--- src/rtl/store_commit_queue.sv ---
// store_commit_queue: receives stores from the store buffer, holds each one
// until the ROB commits its slot, then writes committed stores to memory in
// commit order through a req/ack handshake.
// Optional store-to-load forwarding is enabled with `define STQ_FWD_EN.
module store_commit_queue #(
  parameter int DEPTH = 8,
  parameter int IDXW  = 3,
  parameter int ROBW  = 5
) (
  input  logic            clk,
  input  logic            rst_n,
  input  logic            st_req,
  input  logic [28:0]     st_addr_in,
  input  logic [31:0]     st_data_in,
  output logic            st_grant,
  input  logic            commit,
  input  logic [ROBW-1:0] commit_slot,
  input  logic            flush,
  output logic            mem_req,
  output logic [22:0]     mem_addr,
  output logic            mem_io,
  output logic [31:0]     mem_data,
  input  logic            mem_ack,
  output logic            full,
  output logic [IDXW:0]   count,
  output logic            commit_miss,
  input  logic [22:0]     ld_addr,
  input  logic            ld_io,
  output logic            ld_fwd_hit,
  output logic [31:0]     ld_fwd_data
);

  typedef enum logic [1:0] {E_FREE, E_PEND, E_COMM} ent_state_e;

  ent_state_e      r_state [DEPTH];
  logic [ROBW-1:0] r_tag   [DEPTH];
  logic            r_memio [DEPTH];
  logic [22:0]     r_addr  [DEPTH];
  logic [31:0]     r_data  [DEPTH];
  logic [IDXW-1:0] r_fifo  [DEPTH];
  logic [IDXW-1:0] r_head, r_tail;
  logic [IDXW:0]   r_fcnt;
  logic [IDXW:0]   r_count;
  logic            r_full;
  logic            r_commit_miss;

  ent_state_e      w_state_nxt [DEPTH];
  logic            w_free_found, w_cam_hit, w_new_commit, w_push, w_pop;
  logic [IDXW-1:0] w_free_idx, w_cam_idx, w_push_idx, w_head_idx;
  logic [IDXW:0]   w_count_nxt;
  logic [ROBW-1:0] w_new_tag;

  assign w_new_tag   = st_addr_in[24 +: ROBW];
  assign st_grant    = st_req & ~r_full & ~flush;
  assign full        = r_full;
  assign count       = r_count;
  assign commit_miss = r_commit_miss;
  assign mem_req     = (r_fcnt != '0);
  assign w_pop       = mem_req & mem_ack;
  assign w_head_idx  = r_fifo[r_head];
  assign mem_addr    = r_addr[w_head_idx];
  assign mem_io      = r_memio[w_head_idx];
  assign mem_data    = r_data[w_head_idx];

  // Lowest-index free entry and CAM lookup of the committing slot
  always_comb begin
    w_free_found = 1'b0;
    w_free_idx   = '0;
    w_cam_hit    = 1'b0;
    w_cam_idx    = '0;
    for (int unsigned i = 0; i < DEPTH; i++) begin
      if (!w_free_found && r_state[IDXW'(i)] == E_FREE) begin
        w_free_found = 1'b1;
        w_free_idx   = IDXW'(i);
      end
      if (commit && !w_cam_hit && r_state[IDXW'(i)] == E_PEND &&
          r_tag[IDXW'(i)] == commit_slot) begin
        w_cam_hit = 1'b1;
        w_cam_idx = IDXW'(i);
      end
    end
    w_new_commit = st_grant & commit & ~w_cam_hit & (w_new_tag == commit_slot);
    w_push       = w_cam_hit | w_new_commit;
    w_push_idx   = w_cam_hit ? w_cam_idx : w_free_idx;
  end

  // Next entry states; commit is applied before flush so a same-cycle commit survives
  always_comb begin
    w_state_nxt = r_state;
    if (w_pop)
      w_state_nxt[w_head_idx] = E_FREE;
    if (st_grant)
      w_state_nxt[w_free_idx] = w_new_commit ? E_COMM : E_PEND;
    if (w_cam_hit)
      w_state_nxt[w_cam_idx] = E_COMM;
    if (flush) begin
      for (int unsigned i = 0; i < DEPTH; i++)
        if (w_state_nxt[IDXW'(i)] == E_PEND)
          w_state_nxt[IDXW'(i)] = E_FREE;
    end
    w_count_nxt = '0;
    for (int unsigned i = 0; i < DEPTH; i++)
      if (w_state_nxt[IDXW'(i)] != E_FREE)
        w_count_nxt = w_count_nxt + (IDXW+1)'(1);
  end

  // Entry storage, drain FIFO and registered status
  always_ff @(posedge clk or negedge rst_n) begin
    if (!rst_n) begin
      for (int unsigned i = 0; i < DEPTH; i++) begin
        r_state[IDXW'(i)] <= E_FREE;
        r_tag[IDXW'(i)]   <= '0;
        r_memio[IDXW'(i)] <= 1'b0;
        r_addr[IDXW'(i)]  <= '0;
        r_data[IDXW'(i)]  <= '0;
        r_fifo[IDXW'(i)]  <= '0;
      end
      r_head        <= '0;
      r_tail        <= '0;
      r_fcnt        <= '0;
      r_count       <= '0;
      r_full        <= 1'b0;
      r_commit_miss <= 1'b0;
    end else begin
      r_state <= w_state_nxt;
      if (st_grant) begin
        r_tag[w_free_idx]   <= w_new_tag;
        r_memio[w_free_idx] <= st_addr_in[23];
        r_addr[w_free_idx]  <= st_addr_in[22:0];
        r_data[w_free_idx]  <= st_data_in;
      end
      if (w_push) begin
        r_fifo[r_tail] <= w_push_idx;
        r_tail <= (r_tail == IDXW'(DEPTH-1)) ? '0 : r_tail + IDXW'(1);
      end
      if (w_pop)
        r_head <= (r_head == IDXW'(DEPTH-1)) ? '0 : r_head + IDXW'(1);
      case ({w_push, w_pop})
        2'b10:   r_fcnt <= r_fcnt + (IDXW+1)'(1);
        2'b01:   r_fcnt <= r_fcnt - (IDXW+1)'(1);
        default: r_fcnt <= r_fcnt;
      endcase
      r_count       <= w_count_nxt;
      r_full        <= (w_count_nxt == (IDXW+1)'(DEPTH));
      r_commit_miss <= commit & ~w_push;
    end
  end

`ifdef STQ_FWD_EN
  // Forward from the youngest committed store: scan head->tail, last match wins
  always_comb begin
    ld_fwd_hit  = 1'b0;
    ld_fwd_data = '0;
    for (int unsigned i = 0; i < DEPTH; i++) begin
      int unsigned     p;
      logic [IDXW-1:0] e;
      p = (32'(r_head) + i) % DEPTH;
      e = r_fifo[IDXW'(p)];
      if ((IDXW+1)'(i) < r_fcnt && r_state[e] == E_COMM &&
          r_addr[e] == ld_addr && r_memio[e] == ld_io) begin
        ld_fwd_hit  = 1'b1;
        ld_fwd_data = r_data[e];
      end
    end
  end
`else
  logic w_unused_ld;
  assign w_unused_ld = ^{ld_addr, ld_io};
  assign ld_fwd_hit  = 1'b0;
  assign ld_fwd_data = '0;
`endif

endmodule

--- config.mk ---
export PLATFORM = sky130hd
export DESIGN_NAME = store_commit_queue
export DESIGN_NICKNAME = d
export VERILOG_FILES = /design/src/rtl/store_commit_queue.sv
export SDC_FILE = /design/constraint.sdc
export NUM_CORES = 1
export LEC_CHECK = 0
export ABC_CLOCK_PERIOD_IN_PS = 6900
export BUFFER_PORTS_ARGS = -buffer_cell sky130_fd_sc_hd__buf_2
export CORE_MARGIN = 3
export CORE_UTILIZATION = 50
export CTS_CLUSTER_SIZE = 8
export DETAILED_ROUTE_END_ITERATION = 10
export PLACE_DENSITY_LB_ADDON = 0.2
export RECOVER_POWER = 25
export REMOVE_ABC_BUFFERS = 1
export SLEW_MARGIN = 0
export SYNTH_ARGS = -nofsm -noshare
export SYNTH_HDL_FRONTEND = slang
export SYNTH_SLANG_ARGS = --single-unit
--- constraint.sdc ---
create_clock -name clk -period 6.9 [get_ports clk]
set_input_delay 1.035 -clock clk [delete_from_list [all_inputs] [get_ports clk]]
set_output_delay 1.035 -clock clk [all_outputs]
set_load 0.02 [all_outputs]
==> results of run 1 <==
## sequential cells by signal, indices dropped and copies added (netlist names)
signal       count
r_state         16
r_fcnt           4
r_data         256
commit_miss      1
r_memio          8
full             1
r_addr         184
count            4
r_tag           40
r_head           3
r_tail           3
r_fifo          24
## path summary, 6_finish.rpt
kind | depth (start not counted) | startpoint | endpoint | slack, ns
min in group asynchronous | 1 | rst_n | r_addr[170] | 1.53
worst min register to register | 2 | r_tag[36] | r_tag[36] | 0.50
max in group asynchronous | 2 | rst_n | r_addr[87] | 1.40
worst max register to register | 19 | r_head[0] | full | 0.91
worst max-delay path | 19 | r_head[0] | full | 0.91
worst min-delay path | 2 | r_tag[36] | r_tag[36] | 0.50
## placed cells by master (no fill, tap or decap), types with 4 or more instances in the layout
cell	instances
dfrtp_1	544
mux2_2	505
nand2_1	502
nand3_1	127
buf_2	127
clkbuf_16	81
and3_1	60
a311oi_1	57
a31o_2	56
xnor2_1	47
nor2_1	33
conb_1	33
buf_4	24
xor2_1	16
o21ai_0	15
inv_1	14
nand4_1	13
nor3_1	13
ha_1	13
nor4_1	11
a21oi_1	10
clkbuf_1	10
or4_1	7
a31oi_1	7
o41ai_1	5
a21o_1	5
nor2b_1	5
diode_2	4
nor3b_1	4
mux4_1	4
nand2b_1	4
o221ai_1	4
or3_1	4
## cell type report
| type | instances | area, µm² |
|---|---|---|
| multi-input combinational | 1640 | 12200 |
| clock inverter | 5 | 90.1 |
| antenna | 4 | 10.0 |
| tap | 680 | 851 |
| inverter | 14 | 52.6 |
| fill | 4357 | 22200 |
| sequential | 544 | 13600 |
| timing repair buffer | 165 | 910 |
| clock buffer | 83 | 2040 |
## critical path: stages (launching register included)
cell	delay (ns)
dfrtp_1	0.63
mux4_1	0.71
mux2i_4	0.22
buf_4	0.56
buf_4	0.88
o41ai_1	0.21
a21o_1	0.23
and2_4	0.20
xnor2_1	0.13
o32ai_1	0.39
nor3_1	0.13
o31a_1	0.13
ha_1	0.31
xnor2_1	0.14
a32oi_1	0.15
a21bo_2	0.28
ha_1	0.28
inv_1	0.07
a21oi_1	0.07
nor3b_2	0.16
## report_power, final
part | switching (µW) | leakage (µW) | total, µW | internal (µW)
Sequential | 282 | 0.00730 | 3940 | 3650
Combinational | 907 | 0.00558 | 1710 | 803
Clock | 1330 | 0.00104 | 3400 | 2080
Total | 2520 | 0.0139 | 9050 | 6530
## cell families (layout without fill, tap and decap cells)
logic type	after synthesis	in the layout	share of synthesized area, %
buffers and inverters	211	267	3.59
xor gates and xnor gates	65	65	2.25
other	1	37	0.0141
adders and majority gates	14	14	0.689
and+or+nand+nor	800	800	13.3
AOI/OAI and AO/OA	210	210	6.52
muxes	518	518	22.3
DFF	544	544	51.3
## metal layers
metal  wire, µm  track usage, %  up-vias
met2      31900            38.3      550
met5         73               0        -
met3       3950            4.98      148
li1           -               -     8434
met4       2000            8.06       12
met1      29700            32.7     9700
## through the flow
stage	cells	setup WS (ns)	total power, µW	util [%]	hold WS [ns]
2_1_floorplan	2198	-7.74	5150	-	0.458
3_3_place_gp	3043	0.765	5620	53.3	0.480
3_5_place_dp	3043	0.676	5700	53.3	0.489
4_1_cts	3131	0.846	9150	57.4	0.500
5_1_grt	3132	0.389	9490	57.3	0.506
6_report	3135	0.906	9050	57.3	0.501
==> flow_summary.toml, run 1 <==
[run_status]
outcome = "complete, but fails checks"
violations = "capacitance limit, slew limit"

[die]
die_area_um2 = 55800
io_pins = 193
num_rows = 83
start_util_pct = 51.1
dieHeight_um = 236
die_w_um = 236
core-area_um2 = 51900

[detailed_routing]
dr.pass1.iters = 7
via_per_inst = 6.01
wire_per_inst_um = 21.6
routed_wl_um = 67600
drt_iter0_markers = 1564
ant_nets = 0
drc = 0
num_vias = 18800

[global_routing]
grt_pass1_vias = 19200
grt_use_total_pct = 24.0
grt_max_degree = 180
grt_overflow = 0
grt_pass1_wl_um = 107000
antenna_found_initial = 9

[synthesis]
ys_seq_elements = 544
yosysMostFrequentCell = "dfrtp_1"
syn_area_per_cell_um2 = 11.2
ys_top_cells_by_count = "544 x dfrtp_1, 507 x mux2_2, 504 x nand2_1, 146 x clkbuf_1, 127 x nand3_1"
ys_seq_area_share_pct = 51.3
synthDistinctLibCells = 80
synthFlopType = "dfrtp_1"
synth_top_cell_by_area = "dfrtp_1"
syn_area_um2 = 26500
yosysTopAreaCellShare_pct = 51.3
synthArstFlopShare_pct = 100
yosys_warnings = 0
synth_edf_count = 0
synth.area.top_cells = "dfrtp_1 51%, mux2_2 22%, nand2_1 7.1%"
postSynthCellCount = 2363

[layout]
nNetsFinal = 2553
synthToLayoutAreaGrowth_pct = 12.1
final_area_um2 = 29700
drive_gt1_share_pct = 33.8

[sta]
slew_headroom_pct = -120
rsz0062_at_grt = "false"
finalMaxSlewViolations = 475
fin_tns_setup_ns = 0
layout_min_cycle_time_ns = 5.99
worstMarginPinSlew_ns = 3.31
skew_ns = 0.0192
fin_crit_sh_pct = 86.9
max_freq_mhz = 167
final-setup-viol-count = 0
hold_viol_final = 0

[pwr]
p_leak_uw = 0.0139
ir_drop_uv = 299
powerDensity_nw_per_um2 = 304

[clock_network]
post_cts_buffers = 0
root_buffer = "clkbuf_16"
clkTransAtPathRegs_ns = 0.05
tritoncts = "built"
htreeDepth = 3
cts_made_buffers = 78
ctsResizeCount = 0
clockBufferDepth = 3
insertion_delay_ns = 0.60
ctsHoldBuffers = 0
cts.sinks = 544

[setup_path]
endpoint_kind = "flop"
path_class = "reg -> reg"
worst-path-max-fanout = 89
critPathRequiredTime_ns = 7.41
cp-start-kind = "flop"
worstPathArrival_ns = 6.50

[worst_hold_path]
min_path_type = "reg -> reg"

[run]
drv_cap = 3

[placement]
gp_congestion = 0.860
dp_hpwl_um = 36900
place_area_um2 = 27700
io_buffers = 135
(Power assumes the default switching activity.)
==> run 2: changes to the inputs <==
Settings changed: BUFFER_PORTS_ARGS -buffer_cell sky130_fd_sc_hd__buf_2 to -buffer_cell sky130_fd_sc_hd__clkbuf_2.
==> run 2 against run 1 <==
The run still ends with capacitance limit, slew limit left; first-iteration DRC count decreased by 16%; via count fell by 0.20%; sequential power barely moved; critical path depth is 1 higher; clock power about the same; core utilization about the same; critical endpoint unchanged; sequential share of layout area about the same; cell count about the same; clock skew up 0.020 ns.
==> flow_summary.toml, run 2 (synthesized netlist as in run 1, its figures left out) <==
[pwr]
p_leak_uw = 0.0140
powerDensity_nw_per_um2 = 304
ir_drop_uv = 191
total_power_uw = 9020

[global_routing]
grt_pass1_vias = 19100
antenna_found_initial = 6
grt_pass1_wl_um = 107000
grt_max_degree = 169
grt_use_total_pct = 23.8
grt_overflow = 0

[setup_path]
endpoint_kind = "flop"
cp-start-kind = "flop"
crit_path_cell_trace = "mux4_1, mux2i_4, nand4_1, and2_1, or4_1, ha_1, xnor2_1, ha_1, xnor2_1, o32ai_1, nor3_1, o31a_1, ha_1, xnor2_1, a32oi_1, a21bo_2, ha_1, inv_1, a21oi_1, nor3b_2"
worst-path-max-fanout = 9
reg2reg_depth = 20
r2r_slack_ns = 0.81
r2r_start = "r_head[0]"
cp_slowest_cell = "mux4_1"
path_common_cell = "ha_1"
crit_path_max_incr_delay_ns = 0.72
path_class = "reg -> reg"
worst_r2r_endpoint = "full"
critPathRequiredTime_ns = 7.40
worstPathArrival_ns = 6.59

[sta]
final-setup-viol-count = 0
fin_tns_setup_ns = 0
skew_ns = 0.0396
rsz0062_at_grt = "false"
slew_headroom_pct = -103
fin_crit_sh_pct = 88.3
worstMarginPinSlew_ns = 3.05
hold_viol_final = 0
max_freq_mhz = 164
layout_min_cycle_time_ns = 6.09
hold_slack_ns = 0.494
finalMaxSlewViolations = 487

[clock_network]
ctsResizeCount = 0
post_cts_buffers = 0
clockBufferDepth = 3
ctsHoldBuffers = 0
root_buffer = "clkbuf_16"
cts_made_buffers = 78
clkTransAtPathRegs_ns = 0.05
tritoncts = "built"
insertion_delay_ns = 0.61
htreeDepth = 3
cts.sinks = 544

[die]
die_area_um2 = 55800
core-area_um2 = 51900
dieHeight_um = 236
num_rows = 83
io_pins = 193
die_w_um = 236
start_util_pct = 51.1

[worst_hold_path]
min_to = "r_tag[35]"
holdPathStages = 2
hold_start = "r_tag[35]"
min_path_type = "reg -> reg"

[layout]
reg_top3 = "r_data x256, r_addr x184, r_tag x40"
final_common_cell = "dfrtp_1"
drive_gt1_share_pct = 33.9
synthToLayoutAreaGrowth_pct = 12.1
nNetsFinal = 2557
layout_common_cells = "544 x dfrtp_1, 505 x mux2_2, 502 x nand2_1"
largest_reg_flops = 256
regMostFlops = "r_data"

[detailed_routing]
drc = 0
routed_wl_um = 67100
ant_nets = 0
drt_iter0_markers = 1309
num_vias = 18800
wire_per_inst_um = 21.4
via_per_inst = 5.99
dr.pass1.iters = 7

[run_status]
outcome = "complete, but fails checks"
violations = "capacitance limit, slew limit"

[placement]
io_buffers = 135
gp_congestion = 0.888
dp_hpwl_um = 37200

[run]
drv_cap = 4
run 2: area by class of cell:
cell class	count	area (µm²)
Sequential cell	544	13600
Inverter	14	52.6
Clock inverter	6	92.6
Fill cell	4347	22200
Tap cell	680	851
Timing Repair Buffer	169	925
Antenna cell	4	10.0
Multi-Input combinational cell	1640	12200
Clock buffer	81	2020
run 2: routing by layer:
layer  share of wire, %  global-route usage, %  wire length [µm]
met5              0.051                      0                34
met4                2.2                   7.13              1460
met3                5.8                   5.14              3920
met2                 48                   39.0             32400
met1                 44                   31.9             29300
run 2: worst max path at each step:
stage | from | end | cells after the start
floorplan | r_head[0] | full | 20
global placement | commit_slot[3] | full | 22
detailed placement | commit_slot[3] | full | 22
CTS | r_head[0] | full | 20
global route | r_head[0] | full | 20
finish | r_head[0] | full | 20
run 2: per-stage QoR:
stage / setup WS, ns / util (%) / cell area, µm² / std cells
finish: 0.809 / 57.3 / 29700 / 3138
global route: 0.439 / 57.2 / 29700 / 3137
CTS: 0.836 / 57.4 / 29800 / 3134
detailed placement: 0.687 / 53.3 / 27700 / 3047
global placement: 0.777 / 53.3 / 27700 / 3047
floorplan: -7.74 / - / 25700 / 2198
run 2: worst max-delay path, delay by kind of cell, from the launching register on:
family                   cells  cell delay [ns]
AO/OA/AOI/OAI                5             0.83
flip-flops                   1             0.63
AND/OR/NAND/NOR              5             1.45
buffers and inverters        1             0.07
adder cells (fa/ha/maj)      4             1.28
XOR/XNOR                     3             0.77
multiplexers                 2             0.97
run 2: where the power goes:
part | total, µW | switching [µW] | internal, µW
combinational | 1710 | 905 | 801
sequential | 3940 | 285 | 3650
clock | 3380 | 1330 | 2050
total | 9020 | 2520 | 6500
